==> config.mk <==
export PLATFORM = sky130hd
export DESIGN_NAME = multicycle_control_flat
export DESIGN_NICKNAME = d
export VERILOG_FILES = /design/src/rtl/multicycle_control_if.sv /design/src/rtl/multicycle_control.sv /design/src/flat_wrapper.sv
export SDC_FILE = /design/constraint.sdc
export NUM_CORES = 1
export LEC_CHECK = 0
export BUFFER_PORTS_ARGS = -buffer_cell sky130_fd_sc_hd__buf_4
export CORE_ASPECT_RATIO = 1.4
export CORE_MARGIN = 1.5
export CORE_UTILIZATION = 50
export CTS_CLUSTER_DIAMETER = 50
export DETAILED_ROUTE_END_ITERATION = 8
export GPL_ROUTABILITY_DRIVEN = 0
export PLACE_DENSITY_LB_ADDON = 0.12
export SYNTH_ARGS = -nofsm -noshare
export SYNTH_HDL_FRONTEND = slang
export SYNTH_SLANG_ARGS = --single-unit
==> constraint.sdc <==
create_clock -name clk -period 2.9 [get_ports clk]
set_clock_uncertainty 0.05 [all_clocks]
set_input_delay 0.58 -clock clk [delete_from_list [all_inputs] [get_ports clk]]
set_output_delay 0.58 -clock clk [all_outputs]
set_load 0.02 [all_outputs]
==> src/rtl/multicycle_control_if.sv <==
// Bus between the multi-cycle control FSM (master) and the shared datapath (slave).
// Carries the opcode and memory handshake in, and all datapath controls and status out.
interface multicycle_control_if #(
  parameter int CNT_W = 32
);
  logic [5:0]       OP;
  logic             MemReady;
  logic             PCWrite;
  logic             PCWriteCondEQ;
  logic             PCWriteCondNE;
  logic             IorD;
  logic             MemRead;
  logic             MemWrite;
  logic             IRWrite;
  logic [1:0]       MemtoReg;
  logic [1:0]       RegDst;
  logic             RegWrite;
  logic             ALUSrcA;
  logic [1:0]       ALUSrcB;
  logic [2:0]       ALUOp;
  logic [1:0]       PCSource;
  logic             Illegal;
  logic             BusError;
  logic             InstrRetired;
  logic [CNT_W-1:0] RetiredCount;
  logic [3:0]       State;

  modport master (
    input  OP, MemReady,
    output PCWrite, PCWriteCondEQ, PCWriteCondNE, IorD, MemRead, MemWrite, IRWrite,
           MemtoReg, RegDst, RegWrite, ALUSrcA, ALUSrcB, ALUOp, PCSource,
           Illegal, BusError, InstrRetired, RetiredCount, State
  );

  modport slave (
    output OP, MemReady,
    input  PCWrite, PCWriteCondEQ, PCWriteCondNE, IorD, MemRead, MemWrite, IRWrite,
           MemtoReg, RegDst, RegWrite, ALUSrcA, ALUSrcB, ALUOp, PCSource,
           Illegal, BusError, InstrRetired, RetiredCount, State
  );
endinterface

==> src/rtl/multicycle_control.sv <==
// Multi-cycle MIPS control FSM: sequences fetch/decode/execute/memory/writeback over a
// shared datapath, stalls on MemReady, flags illegal opcodes and memory timeouts.
module multicycle_control #(
  parameter int WAIT_MAX = 16,
  parameter int CNT_W    = 32
) (
  input  logic               clk,
  input  logic               reset,
  multicycle_control_if.master bus
);
  typedef enum logic [3:0] {
    START     = 4'd0,
    FETCH     = 4'd1,
    DECODE    = 4'd2,
    R_EXEC    = 4'd3,
    R_WB      = 4'd4,
    I_EXEC    = 4'd5,
    I_WB      = 4'd6,
    MEM_ADDR  = 4'd7,
    MEM_READ  = 4'd8,
    MEM_WB    = 4'd9,
    MEM_WRITE = 4'd10,
    BRANCH    = 4'd11,
    JUMP      = 4'd12,
    JAL       = 4'd13,
    ILLEGAL   = 4'd14,
    HALT      = 4'd15
  } stateT;

  localparam logic [5:0] OP_RTYPE = 6'h00;
  localparam logic [5:0] OP_J     = 6'h02;
  localparam logic [5:0] OP_JAL   = 6'h03;
  localparam logic [5:0] OP_BEQ   = 6'h04;
  localparam logic [5:0] OP_BNE   = 6'h05;
  localparam logic [5:0] OP_ADDI  = 6'h08;
  localparam logic [5:0] OP_ANDI  = 6'h0c;
  localparam logic [5:0] OP_ORI   = 6'h0d;
  localparam logic [5:0] OP_LUI   = 6'h0f;
  localparam logic [5:0] OP_LW    = 6'h23;
  localparam logic [5:0] OP_SW    = 6'h2b;
  localparam logic [7:0] WAIT_LAST = 8'(WAIT_MAX - 1);

  stateT            state;
  logic [7:0]       waitCnt;
  logic             busErrorReg;
  logic [CNT_W-1:0] retiredCnt;
  logic             memState;
  logic             timeout;
  logic             retire;

  assign memState = (state == FETCH) || (state == MEM_READ) || (state == MEM_WRITE);
  // The WAIT_MAX-th stalled cycle is the last one tolerated; a ready in that cycle still wins.
  assign timeout  = memState && !bus.MemReady && (waitCnt == WAIT_LAST);
  assign retire   = (state inside {R_WB, I_WB, MEM_WB, BRANCH, JUMP, JAL}) ||
                    ((state == MEM_WRITE) && bus.MemReady);

  always_ff @(posedge clk or negedge reset) begin
    if (!reset) begin
      state       <= START;
      waitCnt     <= '0;
      busErrorReg <= 1'b0;
      retiredCnt  <= '0;
    end else begin
      if (retire) begin
        retiredCnt <= retiredCnt + CNT_W'(1);
      end
      if (memState && !bus.MemReady && !timeout) begin
        waitCnt <= waitCnt + 8'd1;
      end else begin
        waitCnt <= '0;
      end
      if (timeout) begin
        busErrorReg <= 1'b1;
      end
      case (state)
        START:     state <= FETCH;
        FETCH:     if (bus.MemReady) state <= DECODE; else if (timeout) state <= HALT;
        DECODE: begin
          case (bus.OP)
            OP_RTYPE:                        state <= R_EXEC;
            OP_ADDI, OP_ORI, OP_ANDI, OP_LUI: state <= I_EXEC;
            OP_LW, OP_SW:                     state <= MEM_ADDR;
            OP_BEQ, OP_BNE:                   state <= BRANCH;
            OP_J:                             state <= JUMP;
            OP_JAL:                           state <= JAL;
            default:                          state <= ILLEGAL;
          endcase
        end
        R_EXEC:    state <= R_WB;
        I_EXEC:    state <= I_WB;
        MEM_ADDR:  state <= (bus.OP == OP_LW) ? MEM_READ : MEM_WRITE;
        MEM_READ:  if (bus.MemReady) state <= MEM_WB; else if (timeout) state <= HALT;
        MEM_WRITE: if (bus.MemReady) state <= FETCH;  else if (timeout) state <= HALT;
        HALT:      state <= HALT;
        default:   state <= FETCH;
      endcase
    end
  end

  always_comb begin
    bus.PCWrite       = 1'b0;
    bus.PCWriteCondEQ = 1'b0;
    bus.PCWriteCondNE = 1'b0;
    bus.IorD          = 1'b0;
    bus.MemRead       = 1'b0;
    bus.MemWrite      = 1'b0;
    bus.IRWrite       = 1'b0;
    bus.MemtoReg      = 2'b00;
    bus.RegDst        = 2'b00;
    bus.RegWrite      = 1'b0;
    bus.ALUSrcA       = 1'b0;
    bus.ALUSrcB       = 2'b00;
    bus.ALUOp         = 3'b000;
    bus.PCSource      = 2'b00;
    bus.Illegal       = 1'b0;
    case (state)
      FETCH: begin
        bus.MemRead = 1'b1;
        bus.ALUSrcB = 2'b01;
        bus.IRWrite = bus.MemReady;
        bus.PCWrite = bus.MemReady;
      end
      DECODE:   bus.ALUSrcB = 2'b11;
      R_EXEC: begin
        bus.ALUSrcA = 1'b1;
        bus.ALUOp   = 3'b111;
      end
      R_WB: begin
        bus.RegWrite = 1'b1;
        bus.RegDst   = 2'b01;
      end
      I_EXEC: begin
        bus.ALUSrcA = 1'b1;
        bus.ALUSrcB = 2'b10;
        case (bus.OP)
          OP_ORI:  bus.ALUOp = 3'b010;
          OP_ANDI: bus.ALUOp = 3'b011;
          OP_LUI:  bus.ALUOp = 3'b101;
          default: bus.ALUOp = 3'b000;
        endcase
      end
      I_WB:     bus.RegWrite = 1'b1;
      MEM_ADDR: begin
        bus.ALUSrcA = 1'b1;
        bus.ALUSrcB = 2'b10;
      end
      MEM_READ: begin
        bus.MemRead = 1'b1;
        bus.IorD    = 1'b1;
      end
      MEM_WB: begin
        bus.RegWrite = 1'b1;
        bus.MemtoReg = 2'b01;
      end
      MEM_WRITE: begin
        bus.MemWrite = 1'b1;
        bus.IorD     = 1'b1;
      end
      BRANCH: begin
        bus.ALUSrcA       = 1'b1;
        bus.ALUOp         = 3'b001;
        bus.PCSource      = 2'b01;
        bus.PCWriteCondEQ = (bus.OP == OP_BEQ);
        bus.PCWriteCondNE = (bus.OP == OP_BNE);
      end
      JUMP: begin
        bus.PCWrite  = 1'b1;
        bus.PCSource = 2'b10;
      end
      JAL: begin
        bus.RegWrite = 1'b1;
        bus.RegDst   = 2'b10;
        bus.MemtoReg = 2'b10;
        bus.PCWrite  = 1'b1;
        bus.PCSource = 2'b10;
      end
      ILLEGAL:  bus.Illegal = 1'b1;
      default: ;
    endcase
  end

  assign bus.InstrRetired = retire;
  assign bus.RetiredCount = retiredCnt;
  assign bus.BusError     = busErrorReg;
  assign bus.State        = state;
endmodule

==> src/flat_wrapper.sv <==
// flat-port wrapper written by rule: the top's interface ports become plain ports
module multicycle_control_flat 
#(
  parameter int WAIT_MAX = 16,
  parameter int CNT_W    = 32
)
  (clk, reset, bus_OP, bus_MemReady, bus_PCWrite, bus_PCWriteCondEQ, bus_PCWriteCondNE, bus_IorD, bus_MemRead, bus_MemWrite, bus_IRWrite, bus_MemtoReg, bus_RegDst, bus_RegWrite, bus_ALUSrcA, bus_ALUSrcB, bus_ALUOp, bus_PCSource, bus_Illegal, bus_BusError, bus_InstrRetired, bus_RetiredCount, bus_State);
  multicycle_control_if #(.CNT_W(CNT_W)) bus_i ();
  input  logic clk;
  input  logic reset;
  input wire logic [$bits(bus_i.OP)-1:0] bus_OP;
  input wire logic [$bits(bus_i.MemReady)-1:0] bus_MemReady;
  output wire logic [$bits(bus_i.PCWrite)-1:0] bus_PCWrite;
  output wire logic [$bits(bus_i.PCWriteCondEQ)-1:0] bus_PCWriteCondEQ;
  output wire logic [$bits(bus_i.PCWriteCondNE)-1:0] bus_PCWriteCondNE;
  output wire logic [$bits(bus_i.IorD)-1:0] bus_IorD;
  output wire logic [$bits(bus_i.MemRead)-1:0] bus_MemRead;
  output wire logic [$bits(bus_i.MemWrite)-1:0] bus_MemWrite;
  output wire logic [$bits(bus_i.IRWrite)-1:0] bus_IRWrite;
  output wire logic [$bits(bus_i.MemtoReg)-1:0] bus_MemtoReg;
  output wire logic [$bits(bus_i.RegDst)-1:0] bus_RegDst;
  output wire logic [$bits(bus_i.RegWrite)-1:0] bus_RegWrite;
  output wire logic [$bits(bus_i.ALUSrcA)-1:0] bus_ALUSrcA;
  output wire logic [$bits(bus_i.ALUSrcB)-1:0] bus_ALUSrcB;
  output wire logic [$bits(bus_i.ALUOp)-1:0] bus_ALUOp;
  output wire logic [$bits(bus_i.PCSource)-1:0] bus_PCSource;
  output wire logic [$bits(bus_i.Illegal)-1:0] bus_Illegal;
  output wire logic [$bits(bus_i.BusError)-1:0] bus_BusError;
  output wire logic [$bits(bus_i.InstrRetired)-1:0] bus_InstrRetired;
  output wire logic [$bits(bus_i.RetiredCount)-1:0] bus_RetiredCount;
  output wire logic [$bits(bus_i.State)-1:0] bus_State;
  assign bus_i.OP = bus_OP;
  assign bus_i.MemReady = bus_MemReady;
  assign bus_PCWrite = bus_i.PCWrite;
  assign bus_PCWriteCondEQ = bus_i.PCWriteCondEQ;
  assign bus_PCWriteCondNE = bus_i.PCWriteCondNE;
  assign bus_IorD = bus_i.IorD;
  assign bus_MemRead = bus_i.MemRead;
  assign bus_MemWrite = bus_i.MemWrite;
  assign bus_IRWrite = bus_i.IRWrite;
  assign bus_MemtoReg = bus_i.MemtoReg;
  assign bus_RegDst = bus_i.RegDst;
  assign bus_RegWrite = bus_i.RegWrite;
  assign bus_ALUSrcA = bus_i.ALUSrcA;
  assign bus_ALUSrcB = bus_i.ALUSrcB;
  assign bus_ALUOp = bus_i.ALUOp;
  assign bus_PCSource = bus_i.PCSource;
  assign bus_Illegal = bus_i.Illegal;
  assign bus_BusError = bus_i.BusError;
  assign bus_InstrRetired = bus_i.InstrRetired;
  assign bus_RetiredCount = bus_i.RetiredCount;
  assign bus_State = bus_i.State;
  multicycle_control #(.WAIT_MAX(WAIT_MAX), .CNT_W(CNT_W)) u_core (.clk(clk), .reset(reset), .bus(bus_i));
endmodule
==> reports/summary.txt <==
Die Ht -> 88.8 µm
fin crit period -> 2680 ps
Pleak -> 1.49 nW
Max IR drop VDD -> 627 µV
setup_tns -> 0 ps
required time of the critical path -> 2270 ps
I/O Pins -> 68
RSZ-0062 raised after global routing -> no
Bufs and invs on worst path -> 1
worst slew pin tran -> 771 ps
Post-Syn Area per Cell -> 9.63 µm²
Reg clk slew, reported paths -> 90 ps
hpwl dp -> 4090 µm
cts hold-fix bufs -> 0
outcome -> finished clean
drt drc -> 0
initial antenna violation count -> 0
largest net degree at the start of global routing -> 46
CTS H-Tree Depth -> 2
r2r worst-path depth -> 4
Starting Density -> 51.4%
hold crit path type -> input pin to asynchronous set/reset pin
Highest Clock Rate -> 373 MHz
max cap viols -> 0
final cycle utilization of the critical path -> 92.6%
crit path launch type -> flip-flop
cells resized by post-CTS repair -> 0
clk sinks -> 45
Area Growth Syn to Fin -> 23.7%
root buf cell -> clkbuf_8
Longest Clk Path Bufs -> 2
post-DR wirelength/cell -> 14.4 µm
CP Data Arrival Time -> 2050 ps
Final Hold Slack -> 196 ps
Crit Path Max Fanout -> 11
Core Area -> 0.00512 mm²
Post-Route WL -> 5750 µm
first-pass GRT wire length -> 9470 µm
initial DRC count -> 102
WS Path Type -> flip-flop to output pin
Worst setup EP type -> output pin
Worst R2R Setup Slack -> 700 ps
Die W -> 64.3 µm
r2r startpoint -> u_core.bus.State[3]$_DFF_PN0_
Clock Latency Late Sink -> 310 ps
row cnt -> 31
Slew Viols, Final -> 0
GR Overflow Total -> 0
Worst slew margin -> 48.6%
PD cells -> 776 mW/mm²
Synth Register Bits -> 45
Pre-Repair DR Iteration Count -> 4
share of layout cells above drive strength 1 -> 25.8%
fin nets -> 343
Synth Warn # -> 0
FFs w/ async S/R, synth -> 100%
Via Count -> 2213
count of cell types in the netlist -> 50
final hold violation count -> 0
Worst R2R End -> u_core.bus.RetiredCount[18]$_DFFE_PN0P_
ANT cells -> 0
Syn Nets -> 284
Detail Route Antenna Nets -> 0
vias in the first global route -> 2098
# port buffers -> 67
cell depth of the worst setup path -> 5
CTS tree -> done
final setup violation count -> 0
post-synthesis cell count -> 273
Synth Cell Area -> 0.00263 mm²
register area share after synthesis -> 42.8%
postcts setup bufs -> 0
GRT Total Usage -> 21.2%
Slowest-stage cell, CP -> dfrtp_1
die area -> 0.00571 mm²
Critical Path Max Stage Delay -> 490 ps
via/cell ratio -> 5.55
DP Worst Slack -> 602 ps
total CTS buffers -> 5
crit-path leading delay family -> simple AND/OR/NAND/NOR gates
dominant register cell in the synthesized netlist -> dfrtp_1
Post-synth EDFFs -> 0
Final WS setup -> 216 ps
crit-path cells -> nand2b_1 -> nor4_1 -> nand4_1 -> a21oi_1 -> buf_4
==> final cells by class <==
type                            count  area, µm²
Clock buffer                        5       68.8
Fill cell                         475       1870
Inverter                            8       30.0
Sequential cell                    45       1130
Timing Repair Buffer               69        518
Multi-Input combinational cell    203       1360
Clock inverter                      3       65.1
Tap cell                           66       82.6
==> worst register-to-register path, delay by kind of cell (launching register included) <==
family	cells	cell delay, ps
AND/OR/NAND/NOR	1	320
flip-flops	1	760
AO/OA/AOI/OAI	1	390
multiplexers	1	470
XOR/XNOR	1	140
==> cells by family after synthesis <==
logic type | synth area share, %
flip-flops | 42.8
adder cells (fa/ha/maj) | 0.951
buffers and inverters | 5.33
AND/OR/NAND/NOR | 26.5
XOR/XNOR | 13.3
multiplexers | 0.856
AO/OA/AOI/OAI | 10.2
==> flip-flops by register name (all words and copies together) (netlist names) <==
name                     cells
u_core.bus.RetiredCount     32
u_core.waitCnt               8
u_core.bus.State             4
u_core.bus.BusError          1
==> synth_stat cells, types with 5 or more instances <==
library cell	n	share of area [%]
nand4_1	17	4.0
a21oi_1	7	1.3
clkbuf_1	6	0.86
nand3_1	21	4.0
inv_1	8	1.1
nor2_1	26	3.7
nor3_1	5	0.95
dfrtp_1	45	43
nand2_1	20	2.9
and3_1	10	2.4
buf_6	5	2.1
xor2_1	5	1.7
xnor2_1	35	12
nand2b_1	7	1.7
==> metal layers <==
layer  vias to the layer above  share of wire [%]  global-route usage (%)
met5                         -                  0                       0
met4                         0                2.0                    8.70
met3                         8                3.7                    3.69
met2                        47                 51                    38.7
met1                      1074                 43                    24.4
li1                       1084                  -                       -
==> worst max path at each step <==
stage,startpoint,end
final,u_core.bus.State[1]$_DFF_PN0_,bus_ALUOp[2]
after global routing,u_core.bus.State[1]$_DFF_PN0_,bus_ALUOp[2]
after CTS,u_core.bus.State[3]$_DFF_PN0_,bus_InstrRetired
after detailed placement,bus_MemReady,bus_InstrRetired
after global placement,bus_MemReady,bus_InstrRetired
after floorplan,u_core.bus.State[3]$_DFF_PN0_,bus_RegDst[1]
==> where the power goes <==
group / total [mW] / switching, mW / internal [mW]
Combinational: 1.11 / 0.638 / 0.471
Sequential: 0.857 / 0.157 / 0.699
Clock: 0.560 / 0.218 / 0.342
Total: 2.53 / 1.01 / 1.51
==> placed cells by master, fill, tap and decap left out, types with 2 or more instances in the layout <==
cell,instances
buf_4,69
dfrtp_1,45
xnor2_1,35
nor2_1,26
nand3_1,21
nand2_1,20
nand4_1,17
and3_1,10
inv_1,8
nand2b_1,7
a21oi_1,7
xor2_1,5
nor3_1,5
clkbuf_8,5
nor4_1,4
and4_1,4
and2_1,3
a21boi_0,2
nor2b_1,2
o32ai_1,2
o311ai_0,2
o2111ai_1,2
o21ai_0,2
mux2_2,2
o32ai_4,2
ha_1,2
bufinv_16,2
==> metrics by stage <==
stage	instances	area, µm²	utilization [%]	total power [mW]
finish	399	3250	63.6	2.53
detailed placement	391	3120	60.9	1.99
floorplan	273	2630	-	1.63
global route	399	3250	63.6	2.69
CTS	399	3250	63.6	2.55
global placement	391	3120	60.9	1.97
(Power assumes the default switching activity.)
